<file path="src/rtl/flit_input_buffer.sv">
// Input flit FIFO with write-side head/body tagging and front-entry decode.
// Optional protocol error flag enabled by FLIT_INPUT_BUFFER_ERR_EN.
module flit_input_buffer #(
  parameter int FLIT_WIDTH = 32,
  parameter int ADD_WIDTH  = 8,
  parameter int DEPTH      = 8
) (
  input  logic                      clk,
  input  logic                      reset,
  input  logic                      push_i,
  input  logic [FLIT_WIDTH-1:0]     flit_i,
  output logic                      full_o,
  input  logic                      pop_i,
  output logic [FLIT_WIDTH-1:0]     flit_o,
  output logic                      empty_o,
  output logic                      head_valid_o,
  output logic [ADD_WIDTH-1:0]      flit_length_o,
  output logic [7:0]                flit_address_o,
  output logic [$clog2(DEPTH):0]    count_o,
  output logic                      err_o
);

  localparam int PW = $clog2(DEPTH);
  localparam int CW = PW + 1;
  localparam logic [CW-1:0] FULL_CNT = CW'(DEPTH);
  localparam logic [CW-1:0] CNT_ONE = CW'(1);
  localparam logic [PW-1:0] PTR_ONE = PW'(1);
  localparam logic [ADD_WIDTH-1:0] LEN_ONE = ADD_WIDTH'(1);

  logic [FLIT_WIDTH-1:0] r_mem [DEPTH];
  logic [DEPTH-1:0]      r_head;
  logic [PW-1:0]         r_wr_ptr;
  logic [PW-1:0]         r_rd_ptr;
  logic [CW-1:0]         r_count;
  logic [ADD_WIDTH-1:0]  r_wr_rem;

  logic                  w_full;
  logic                  w_empty;
  logic                  w_push;
  logic                  w_pop;
  logic                  w_is_head;
  logic [ADD_WIDTH-1:0]  w_len;
  logic [ADD_WIDTH-1:0]  w_rem_nxt;
  logic [FLIT_WIDTH-1:0] w_front;
  logic                  w_front_head;

  assign w_full    = (r_count == FULL_CNT);
  assign w_empty   = (r_count == '0);
  assign w_push    = push_i && !w_full;
  assign w_pop     = pop_i && !w_empty;
  assign w_is_head = (r_wr_rem == '0);
  assign w_len     = flit_i[ADD_WIDTH+7:8];

  // A zero length field still describes a one-flit packet.
  always_comb begin
    w_rem_nxt = r_wr_rem;
    if (w_is_head) begin
      w_rem_nxt = (w_len == '0) ? '0 : w_len - LEN_ONE;
    end else begin
      w_rem_nxt = r_wr_rem - LEN_ONE;
    end
  end

  always_ff @(posedge clk) begin
    if (!reset) begin
      r_wr_ptr <= '0;
      r_rd_ptr <= '0;
      r_count  <= '0;
      r_wr_rem <= '0;
    end else begin
      if (w_push) begin
        r_wr_ptr <= r_wr_ptr + PTR_ONE;
        r_wr_rem <= w_rem_nxt;
      end
      if (w_pop) begin
        r_rd_ptr <= r_rd_ptr + PTR_ONE;
      end
      case ({w_push, w_pop})
        2'b10:   r_count <= r_count + CNT_ONE;
        2'b01:   r_count <= r_count - CNT_ONE;
        default: r_count <= r_count;
      endcase
    end
  end

  always_ff @(posedge clk) begin
    if (w_push) begin
      r_mem[r_wr_ptr]  <= flit_i;
      r_head[r_wr_ptr] <= w_is_head;
    end
  end

  assign w_front      = r_mem[r_rd_ptr];
  assign w_front_head = r_head[r_rd_ptr];

  assign flit_o         = w_empty ? '0 : w_front;
  assign head_valid_o   = !w_empty && w_front_head;
  assign flit_length_o  = head_valid_o ? w_front[ADD_WIDTH+7:8] : '0;
  assign flit_address_o = head_valid_o ? w_front[7:0] : '0;
  assign count_o        = r_count;
  assign full_o         = w_full;
  assign empty_o        = w_empty;

`ifdef FLIT_INPUT_BUFFER_ERR_EN
  logic r_err;
  logic w_err_evt;

  assign w_err_evt = (push_i && w_full)
                   || (pop_i && w_empty)
                   || (w_push && w_is_head && (w_len == '0));

  always_ff @(posedge clk) begin
    if (!reset) begin
      r_err <= 1'b0;
    end else if (w_err_evt) begin
      r_err <= 1'b1;
    end
  end

  assign err_o = r_err;
`else
  assign err_o = 1'b0;
`endif

endmodule

</file>
<file path="config.mk">
export PLATFORM = sky130hd
export DESIGN_NAME = flit_input_buffer
export DESIGN_NICKNAME = d
export VERILOG_FILES = /design/src/rtl/flit_input_buffer.sv
export SDC_FILE = /design/constraint.sdc
export NUM_CORES = 1
export LEC_CHECK = 0
export ABC_AREA = 1
export BUFFER_PORTS_ARGS = -buffer_cell sky130_fd_sc_hd__buf_2
export CAP_MARGIN = 10
export CELL_PAD_IN_SITES_DETAIL_PLACEMENT = 0
export CELL_PAD_IN_SITES_GLOBAL_PLACEMENT = 1
export CORE_MARGIN = 2
export CORE_UTILIZATION = 30
export CTS_BUF_LIST = sky130_fd_sc_hd__clkbuf_8
export CTS_CLUSTER_SIZE = 10
export DETAILED_ROUTE_END_ITERATION = 7
export PLACE_DENSITY_LB_ADDON = 0.1
export SYNTH_ARGS = -nofsm -noshare
export SYNTH_HDL_FRONTEND = slang
export SYNTH_SLANG_ARGS = --single-unit
export TNS_END_PERCENT = 20
</file>
<file path="constraint.sdc">
create_clock -name clk -period 6.6 [get_ports clk]
set_clock_uncertainty 0.2 [all_clocks]
set_input_delay 0.33 -clock clk [delete_from_list [all_inputs] [get_ports clk]]
set_output_delay 0.33 -clock clk [all_outputs]
set_load 0.02 [all_outputs]
</file>
# Word level (Yosys, flattened, before mapping)
# Memories as Yosys holds them, arrays and structs flattened. A register that Yosys moved wholly into a read port is not among the register bits.
# Index checks and enable logic that the tools add are counted.
# word_totals
ramBits	256
reg_bits	26
output_inout_bits	56
mem_count	1
wordCells	43
# memory_table
name	words	word_bits	rd	rd_clocked_by_memory_dff	write_ports	line_no	text
r_mem	8	32	1	1	1	30	logic [FLIT_WIDTH-1:0] r_mem [DEPTH];
# classes
order_cmp	3
add_sub_neg	6
muxes	15
eq_ne	3
n_reduce_logical	10
# op_table
op	count
$mux W32	1
$mux W8	4
$logic_not A8 Y1	2
$sub A8 B1 Y8 const B	2
$bwmux W8	1
$lt A3 B4 Y1 const B	2
$pmux W4 S2	1
$add A3 B1 Y3 const B	2
$mux W3	2
$add A4 B1 Y4 const B	1
$eq A4 B4 Y1 const B	1
$logic_and A1 B1 Y1	4
$logic_not A4 Y1	1
$mux W1	4
$sub A4 B1 Y4 const B	1
$bmux W1 S3	1
$demux W1 S3	1
$ge A3 B1 Y1 const B	1
$eq A2 B1 Y1 const B	1
$eq A2 B2 Y1 const B	1
$logic_not A1 Y1	2
$reduce_bool A2 Y1	1

# Depth between registers and ports, before layout
# Gate-level depths: netlist of the first run.
# depth
word_depth	5
mapped_depth	14
depth_no_buf	14

# Worst setup path after synthesis of the first run
# No wires, ideal clock.
# synth_path
kind	register to register
from	register r_count[0] (netlist: count_o[0])
to	register r_head[0] (enable)
t_arrival_ns	2.565
path_slack_ns	3.411
stages_incl_launch_ff	8
path_cell_list	dfxtp_1 > nor2_1 > nand3_1 > nand2_1 > inv_1 > buf_2 > nand2_1 > nor2_1
# synth_between
elab_chain_cells	3
# synth_lines
element	line_no	text
from (decl)	34	logic [CW-1:0] r_count;
from (signal assigned)	79	2'b10: r_count <= r_count + CNT_ONE;
from (signal assigned)	80	2'b01: r_count <= r_count - CNT_ONE;
from (signal assigned)	81	default: r_count <= r_count;
$eq A4 B4 Y1	47	assign w_full = (r_count == FULL_CNT);
$logic_not A1 Y1	49	assign w_push = push_i && !w_full;
$logic_and A1 B1 Y1	49	
to (signal, indexed assignment)	89	r_head[r_wr_ptr] <= w_is_head;
to (decl)	31	logic [DEPTH-1:0] r_head;
# Every way passes these cells.
# A chain may end at the register's enable or synchronous reset.

==> flow_summary_export.csv, run 1 <==
group,metric,value,unit
power_and_ir_drop,p_per_area,387.8,nW/um^2
logic_synthesis,synth_top_family_by_area,"simple AND/OR/NAND/NOR gates",
global_routing,grt_pass1_vias,7925,
global_routing,grt_start_max_net_pins,79,
worst_setup_path,crit_fanout,75,
power_and_ir_drop,ir_worst_vdd,0.1464,mV
run,cap_violations,0,
logic_synthesis,synth_fa_ha_area_share,0.9543,%
logic_synthesis,ys_warn_count,0,
detailed_routing,drc,0,
worst_setup_path,critPathLaunchType,"flop",
logic_synthesis,synth_compound_area_share,10.96,%
sta,post-route-period-util,68.93,%
sta,slew_violations,0,
worst_hold_path,min_from,"push_i",
global_routing,grt-ovfl-total,0,
floorplan,rows,72,
placement,port_buffers,90,
cells_and_area,drive_gt1_share,15.44,%
cells_and_area,n_antenna_cell,0,
logic_synthesis,synth_most_common_cell,"edfxtp_1",
sta,worst_pin_slew,0.9336,ns
sta,grt_setup_unrepaired,"no",
cts,clock_path_buffers,3,
worst_setup_path,cp-end-kind,"output port",
worst_setup_path,cp_data_required_time,6.07,ns
cells_and_area,area_growth,19.48,%
global_routing,grt_pass1_wl,46040,microns
logic_synthesis,ys_ff_latch,285,
logic_synthesis,netlist.top_cell.by_area,"edfxtp_1",
detailed_routing,antenna_left,0,
power_and_ir_drop,p_total,5467,uW
detailed_routing,wl,29800,microns
floorplan,die_h,202.3,microns
floorplan,boundaryPins,92,
detailed_routing,avgRoutedWirePerCell,17.50,microns
cts,clock-sinks,285,
cts,clkTransAtPathRegs,0.06,ns
floorplan,core_area,38740,sq um
logic_synthesis,synth_xor_area_share,0.3711,%
cells_and_area,finalNetCount,1190,
power_and_ir_drop,leakagePower,0.005099,uW
sta,max_freq,219.8,MHz
cts,tritoncts,"built",
global_routing,antenna_found_initial,0,
placement,place.gp.congestion,0.7334,
logic_synthesis,netlist.area_leader.share,67.18,%
worst_setup_path,reg2reg_depth,7,
logic_synthesis,syn_inst,1008,
sta,fin_crit,4.549,ns
logic_synthesis,ys_types,30,
logic_synthesis,synthTopCellsByCount,"264 x edfxtp_1, 263 x nor2_1, 171 x o21ai_0",
detailed_routing,vias_per_cell,4.546,
floorplan,die-area,40940,sq um
cts,htreeDepth,2,
outcome,status,"finished, final reports clean",
logic_synthesis,syn_nets,1053,
logic_synthesis,ys_seq_area_share,70.75,%
worst_setup_path,arrival,4.02,ns
logic_synthesis,postSynth.asyncResetShare,0,%
logic_synthesis,synth_edf_count,264,
cts,insertion_delay,0.59,ns
logic_synthesis,synth_simple_gate_area_share,11.67,%
floorplan,initial_core_util,30.46,%
detailed_routing,drt_iter0_drc,334,
logic_synthesis,netlist_area,11800,sq um
detailed_routing,via_count,7742,
logic_synthesis,syn_area_per_cell,11.71,sq um
cells_and_area,final.fill_count,3876,
sta,setup_viol,0,
placement,place_hpwl,16280,microns
cts,clockRootBuffer,"clkbuf_8",
cts,cts_buffers,52,
worst_hold_path,holdPathStages,4,
sta,tns,0,ns
logic_synthesis,synth.area.mux_share,1.357,%
worst_setup_path,r2r-start,"count_o[0]$_SDFFE_PN0P_",
cts,postCtsSetupBuffers,0,
logic_synthesis,synthFlopType,"edfxtp_1",
global_routing,grtUsageTotal,14.68,%
floorplan,die_w,202.3,microns
logic_synthesis,synth_area_leaders,"edfxtp_1 67%, nor2_1 8.4%, o21ai_0 7.3%",
detailed_routing,firstDrtPassIters,7,
worst_setup_path,crit_type,"reg2out",
sta,relSlewSlack,37.76,%
worst_hold_path,hp-class,"in2reg",
sta,hold_viol_final,0,
[metal layers]
| layer | track usage, % | up-vias | share of wire (%) |
|---|---|---|---|
| met2 | 24.69 | 113 | 48 |
| li1 | - | 3857 | - |
| met3 | 2.757 | 53 | 3.4 |
| met1 | 19.30 | 3719 | 47 |
| met5 | 0 | - | 0 |
| met4 | 4.249 | 0 | 1.9 |
[sequential cells by signal, indices dropped and copies added (netlist names), named ones only]
register	count
r_rd_ptr	3
count_o	4
r_mem	256
r_head	8
r_wr_rem	8
r_wr_ptr	3
[placed cells by master (no fill, tap or decap), types with 6 or more instances in the layout]
| cell | instances |
|---|---|
| clkinv_2 | 6 |
| buf_4 | 12 |
| ha_1 | 9 |
| nand2_1 | 51 |
| o22ai_1 | 16 |
| nor2_1 | 255 |
| o21ai_0 | 171 |
| a21oi_1 | 17 |
| o211ai_1 | 18 |
| dlygate4sd3_1 | 34 |
| clkbuf_8 | 54 |
| nor2_4 | 9 |
| nand3_1 | 25 |
| mux2i_1 | 16 |
| edfxtp_1 | 264 |
| inv_1 | 62 |
| o21ai_1 | 22 |
| buf_2 | 90 |
| clkinv_1 | 11 |
| dfxtp_1 | 18 |
[timing repair]
item | CTS | global route
endpoints found under the setup margin | 0 | 0
endpoints found under the hold margin | 270 | 0
hold buffers | 34 | 0
gates resized for setup | 0 | 0
[final cells by class]
type	instances	area (sq um)	share of cell area (%)
Sequential cell	285	8357	59.27
Multi-Input combinational cell	625	3052	21.65
Timing Repair Buffer	136	880.8	6.248
Clock buffer	54	743.2	5.272
Tap cell	518	648.1	4.597
Clock inverter	40	247.7	1.757
Inverter	45	170.2	1.207
[worst paths after layout]
path              slack (ns)                       end
setup / recovery        2.05          flit_length_o[7]
hold / removal          0.26  r_wr_ptr[0]$_SDFFE_PN0P_
setup reg to reg        3.12    r_mem[6][19]$_DFFE_PP_
hold reg to reg         0.29  r_wr_ptr[0]$_SDFFE_PN0P_
[cells by family after synthesis]
logic type,count (synthesis)
compound gates,245
xor+xnor,5
fa+ha+maj,9
buf+inv,98
flops,285
mux,16
other cells,1
simple gates,349
[worst max-delay path, cell delays in order (launching register included)]
cell and delay, ns:
dfxtp_4 0.95, clkinv_2 1.00, buf_4 0.60, o21ai_0 0.23, o21ai_0 0.10, o21ai_1 0.26, nor2_1 0.08, buf_2 0.17
[report_power, final]
part           switching, uW  leakage [uW]  internal [uW]  total, uW
sequential               146       0.00257           2080       2230
clock                    731      0.000572            874       1610
combinational           1140       0.00195            497       1630
[per-stage QoR]
stage / instances / utilization (%) / area, sq um / hold WS (ns) / setup slack, ns
after floorplan: 1008 / - / 11800 / 0.2289 / 3.411
final: 1703 / 36.40 / 14100 / 0.2596 / 2.051
after CTS: 1703 / 36.40 / 14100 / 0.2640 / 1.832
after detailed placement: 1575 / 32.96 / 12770 / 0.2850 / 2.456
after global placement: 1575 / 32.96 / 12770 / 0.2829 / 2.483
after global routing: 1703 / 36.40 / 14100 / 0.3283 / 1.549
Note: power is estimated with default switching activity, not from simulation.
==> run 2: changes to the inputs <==
- clock period: 6.6 -> 3.8 ns (I/O delays scaled with it)
==> run 2 against run 1 <==
  * Sequential cell count is the same
  * Routed wire length is 3.6% higher
  * Global-route usage grew 0.46 points
  * Combinational power rose by 85%
  * Register-to-register slack worse by 1.7 ns
  * Critical endpoint unchanged
  * Critical path depth shrank 1
==> flow_summary_export.csv, run 2 (synthesis gave the netlist of run 1 again) <==
group,metric,value,unit
worst_setup_path,critPathBufInv,2,
worst_hold_path,hp-class,"in2reg",
power_and_ir_drop,p_per_area,657.5,nW/um^2
detailed_routing,antenna_left,0,
sta,post-route-period-util,78.84,%
power_and_ir_drop,leakagePower,0.005165,uW
detailed_routing,via_count,7880,
power_and_ir_drop,intPower,5832,uW
power_and_ir_drop,clockPowerShare,26.9,%
cells_and_area,top_register,"r_mem",
detailed_routing,drt_iter0_drc,468,
cells_and_area,largest_reg_flops,256,
floorplan,die-area,40940,sq um
detailed_routing,drc,0,
worst_setup_path,cp_data_required_time,3.41,ns
sta,max_freq,333.8,MHz
sta,relSlewSlack,42.89,%
sta,setup_viol,0,
placement,place.gp.congestion,0.7131,
sta,fin_crit,2.996,ns
global_routing,grt-ovfl-total,0,
cells_and_area,drive_gt1_share,15.80,%
cells_and_area,final_cell_mix,"264 x edfxtp_1, 255 x nor2_1, 171 x o21ai_0",
worst_setup_path,crit_fanout,71,
placement,port_buffers,90,
global_routing,grt_start_max_net_pins,129,
cts,clock_path_buffers,3,
outcome,status,"finished, final reports clean",
detailed_routing,firstDrtPassIters,7,
power_and_ir_drop,ir_worst_vdd,0.3160,mV
worst_setup_path,arrival,2.61,ns
cells_and_area,area_growth,19.91,%
floorplan,die_w,202.3,microns
cells_and_area,finalNetCount,1203,
sta,hold_viol_final,0,
cts,insertion_delay,0.58,ns
worst_setup_path,critPathSlowestCell,"dfxtp_4",
detailed_routing,wl,30890,microns
cells_and_area,layout_commonest_cell,"edfxtp_1",
cts,cts_buffers,51,
worst_setup_path,crit_type,"reg2out",
floorplan,rows,72,
detailed_routing,vias_per_cell,4.597,
floorplan,die_h,202.3,microns
sta,grt_setup_unrepaired,"no",
cts,postCtsSetupBuffers,0,
floorplan,core_area,38740,sq um
worst_setup_path,critPathLaunchType,"flop",
placement,place_hpwl,17040,microns
cells_and_area,final.fill_count,3912,
run,cap_violations,0,
sta,slew_violations,0,
cts,tritoncts,"built",
detailed_routing,avgRoutedWirePerCell,18.02,microns
floorplan,boundaryPins,92,
sta,timing.hold.ws,0.2188,ns
cts,clock-sinks,285,
worst_setup_path,slowest_delay,0.89,ns
power_and_ir_drop,p_sw_share,37.31,%
global_routing,grtUsageTotal,15.14,%
power_and_ir_drop,combPwrFrac,32.5,%
worst_setup_path,path_delay_family,"flip-flops",
cts,htreeDepth,2,
floorplan,initial_core_util,30.46,%
cells_and_area,largestRegisters,"r_mem x256, r_head x8, r_wr_rem x8",
worst_setup_path,cp-end-kind,"output port",
sta,worst_pin_slew,0.8566,ns
global_routing,grt_pass1_wl,47240,microns
cts,clkTransAtPathRegs,0.06,ns
power_and_ir_drop,seqPwrFrac,40.6,%
sta,tns,0,ns
cts,clockRootBuffer,"clkbuf_8",
cells_and_area,n_antenna_cell,0,
global_routing,antenna_found_initial,1,
worst_setup_path,worstPathCellList,"buf_12, o21ai_0, o211ai_1, o21ai_1, nor2_1, buf_2",
power_and_ir_drop,power.switching,3471,uW
global_routing,grt_pass1_vias,8000,
## run 2: changes by cell type in the layout (fill, tap and decap cells not counted)
| cell | delta |
|---|---|
| clkinvlp_4 | -2 |
| clkinv_2 | -1 |
| buf_4 | +9 |
| bufinv_16 | -3 |
| clkinv_1 | -4 |
| inv_6 | -1 |
| inv_1 | +8 |
| inv_8 | +1 |
| clkbuf_8 | -1 |
| buf_12 | +4 |
| dlygate4sd3_1 | +1 |
## run 2: layer usage
layer  track usage (%)  routed length [microns]  vias to the layer above
met2             25.24                    14820                      114
met5                 0                        0                        -
met3             2.822                     1059                       42
met4             4.197                      473                        0
li1                  -                        -                     3881
met1             20.19                    14530                     3843
## run 2: worst paths after layout
kind                             from                  endpoint  slack (ns)  depth (start not counted)
min                        flit_i[22]    r_mem[4][22]$_DFFE_PP_        0.22                          2
max reg2reg   count_o[0]$_SDFFE_PN0P_   count_o[2]$_SDFFE_PN0P_        1.40                         13
max                              flop          flit_length_o[7]        0.80                          6
min reg2reg  r_wr_ptr[0]$_SDFFE_PN0P_  r_wr_ptr[0]$_SDFFE_PN0P_        0.32                          2
## run 2: power groups by stage
stage | clock, uW | combinational, uW | sequential, uW
CTS | 2610 | 3100 | 3780
finish | 2500 | 3020 | 3780
global route | 2750 | 3410 | 3800
floorplan | 0 | 2080 | 3760
global placement | 0 | 3080 | 3850
detailed placement | 0 | 3060 | 3850
## run 2: through the flow
step                worst slack [ns]  instances  utilization [%]  instance area, sq um  power, uW
global placement               1.333       1588            33.34                 12910       6934
floorplan                     0.6115       1008                -                 11800       5842
finish                        0.8039       1714            36.53                 14150       9303
CTS                           0.6917       1714            36.53                 14150       9502
global route                  0.5845       1714            36.53                 14150       9960
detailed placement             1.336       1588            33.34                 12910       6911
## run 2: worst register-to-register path: stages (launching register included)
cell and delay, ns:
dfxtp_1 0.36, nor2_1 0.19, nand3_2 0.10, nand2_1 0.18
inv_1 0.14, ha_1 0.25, nand2_1 0.10, inv_1 0.05
nor2_1 0.16, ha_1 0.19, a21oi_1 0.05, xnor2_1 0.13
o21ai_0 0.15, inv_1 0.05
## run 2: what timing repair did
action                                 in CTS  in global routing
resized for setup                           0                  0
hold buffers                               35                  0
endpoints found under the hold margin     276                  0
## run 2: cell type report
| cell class | instances | area, sq um | area share, % |
|---|---|---|---|
| Inverter | 45 | 170.2 | 1.203 |
| Multi-Input combinational cell | 625 | 3052 | 21.57 |
| Clock inverter | 38 | 155.1 | 1.096 |
| Clock buffer | 53 | 729.5 | 5.155 |
| Timing Repair Buffer | 150 | 1039 | 7.339 |
| Sequential cell | 285 | 8357 | 59.06 |
| Tap cell | 518 | 648.1 | 4.580 |
==> run 3: changes to the inputs <==
- clock period: 3.8 -> 2.7 ns (I/O delays scaled with it)
==> run 3 against run 2 <==
  * Clock power increased by 44%
  * Final cell count up 0.41%
  * Final area rose by 1.5%
  * Critical path depth grew 1
  * Via count decreased by 0.44%
  * Clock-buffer cell count unchanged
  * Sequential cell count did not move
  * Worst hold slack got worse by 0.049 ns
==> flow_summary_export.csv, run 3 (synthesis gave the netlist of run 1 again) <==
group,metric,value,unit
global_routing,grt-ovfl-total,0,
cts,htreeDepth,2,
power_and_ir_drop,ir_worst_vdd,0.2920,mV
worst_hold_path,hp-class,"in2reg",
cells_and_area,final_cell_mix,"264 x edfxtp_1, 254 x nor2_1, 171 x o21ai_0",
worst_setup_path,cp-endpoint,"flit_length_o[0]",
cells_and_area,fin_util,37.09,%
detailed_routing,wl,29900,microns
sta,fin_crit,2.546,ns
sta,relSlewSlack,56.77,%
detailed_routing,drt_iter0_drc,303,
cells_and_area,final.fill_count,3860,
cells_and_area,area_growth,21.77,%
cells_and_area,final_cell_area,14370,sq um
worst_setup_path,crit_fanout,70,
placement,dpl-instance-area,13000,sq um
placement,port_buffers,90,
sta,hold_viol_final,0,
detailed_routing,antenna_left,0,
sta,worst_pin_slew,0.6478,ns
outcome,status,"finished, final reports clean",
floorplan,die-area,40940,sq um
detailed_routing,firstDrtPassIters,4,
sta,slew_violations,0,
cells_and_area,largest_reg_flops,256,
worst_setup_path,cp_data_required_time,2.37,ns
cts,clockRootBuffer,"clkbuf_8",
global_routing,grt_start_max_net_pins,71,
cells_and_area,multi_input_area,3058,sq um
cts,clock_path_buffers,3,
worst_setup_path,cp-end-kind,"output port",
worst_setup_path,arrival,2.21,ns
cells_and_area,layout_commonest_cell,"edfxtp_1",
placement,place_hpwl,16620,microns
worst_setup_path,r2r-start,"count_o[0]$_SDFFE_PN0P_",
cells_and_area,seq_area,8357,sq um
cts,clock-sinks,285,
global_routing,grt_pass1_vias,7852,
placement,place.gp.congestion,0.7357,
cells_and_area,top_register,"r_mem",
detailed_routing,vias_per_cell,4.558,
cells_and_area,drive_gt1_share,16.29,%
power_and_ir_drop,p_total,13390,uW
cells_and_area,largestRegisters,"r_mem x256, r_head x8, r_wr_rem x8",
sta,setup_viol,0,
run,cap_violations,0,
global_routing,grt_pass1_wl,45750,microns
sta,max_freq,392.8,MHz
cells_and_area,finalNetCount,1209,
sta,grt_setup_unrepaired,"yes",
detailed_routing,via_count,7845,
floorplan,initial_core_util,30.46,%
cts,tritoncts,"built",
global_routing,antenna_found_initial,0,
worst_setup_path,rrSetupSlack,0.43,ns
cts,insertion_delay,0.58,ns
global_routing,grtUsageTotal,14.51,%
floorplan,boundaryPins,92,
sta,post-route-period-util,94.30,%
detailed_routing,avgRoutedWirePerCell,17.38,microns
cts,clkTransAtPathRegs,0.06,ns
floorplan,rows,72,
placement,dp_cells,1588,
cells_and_area,instances_no_fill,1721,
cells_and_area,n_antenna_cell,0,
floorplan,die_w,202.3,microns
detailed_routing,drc,0,
power_and_ir_drop,p_per_area,932.0,nW/um^2
floorplan,die_h,202.3,microns
cts,cts_buffers,51,
power_and_ir_drop,leakagePower,0.005195,uW
worst_setup_path,critPathLaunchType,"flop",
worst_setup_path,crit_type,"reg2out",
floorplan,core_area,38740,sq um
worst_setup_path,regToRegEndpoint,"count_o[2]$_SDFFE_PN0P_",
worst_setup_path,reg2reg_depth,13,
-- run 3: worst max-delay path, stage by stage, from the launching register on --
cell	delay [ns]
dfxtp_4	0.38
clkinv_2	0.10
buf_16	0.28
nor2_1	0.09
o211ai_1	0.18
o21ai_1	0.11
nor2_1	0.24
buf_2	0.22
-- run 3: cell type report --
class / instances / area share [%]
Tap cell: 518 / 4.511
Clock inverter: 39 / 1.228
Inverter: 45 / 1.184
Timing Repair Buffer: 156 / 8.560
Multi-Input combinational cell: 625 / 21.28
Sequential cell: 285 / 58.16
Clock buffer: 53 / 5.077
-- run 3: layer usage --
metal / global-route usage [%] / wire (microns)
met4: 4.432 / 682
met3: 2.693 / 1119
met1: 18.96 / 13970
met5: 0 / 0
met2: 24.47 / 14130
-- run 3: per-stage QoR --
step / setup TNS [ns] / hold WS, ns / setup WS (ns)
after floorplan: -102.75 / 0.03387 / -0.4885
after global placement: 0 / 0.2133 / 0.4429
after detailed placement: 0 / 0.2186 / 0.4217
after CTS: 0 / 0.1262 / 0.04170
after global routing: -0.006565 / 0.1507 / -0.004303
final: 0 / 0.1695 / 0.1539
-- run 3: where the power goes --
group | switching (uW) | total, uW | leakage [uW] | internal [uW]
sequential | 137 | 5220 | 0.00257 | 5090
clock | 1720 | 3610 | 0.000507 | 1890
combinational | 3070 | 4560 | 0.00211 | 1490
total | 4920 | 13400 | 0.00519 | 8470
-- run 3: worst min path at each step --
stage / start / end / slack (ns) / depth (start not counted)
after global placement: flit_i[16] / r_mem[0][16]$_DFFE_PP_ / 0.21 / 1
after CTS: flit_i[20] / r_mem[1][20]$_DFFE_PP_ / 0.13 / 2
after floorplan: flit_i[0] / r_mem[0][0]$_DFFE_PP_ / 0.03 / 0
final: flit_i[16] / r_mem[4][16]$_DFFE_PP_ / 0.17 / 2
after global routing: flit_i[20] / r_mem[1][20]$_DFFE_PP_ / 0.15 / 2
after detailed placement: flit_i[18] / r_mem[5][18]$_DFFE_PP_ / 0.22 / 1
-- run 3: timing repair --
action / in CTS / in global routing
pin swaps: 0 / 2
setup buffers: 1 / 5
setup endpoints to repair: 4 / 7
gates resized for setup: 0 / 7
endpoints found under the hold margin: 277 / 0
hold buffers: 35 / 0
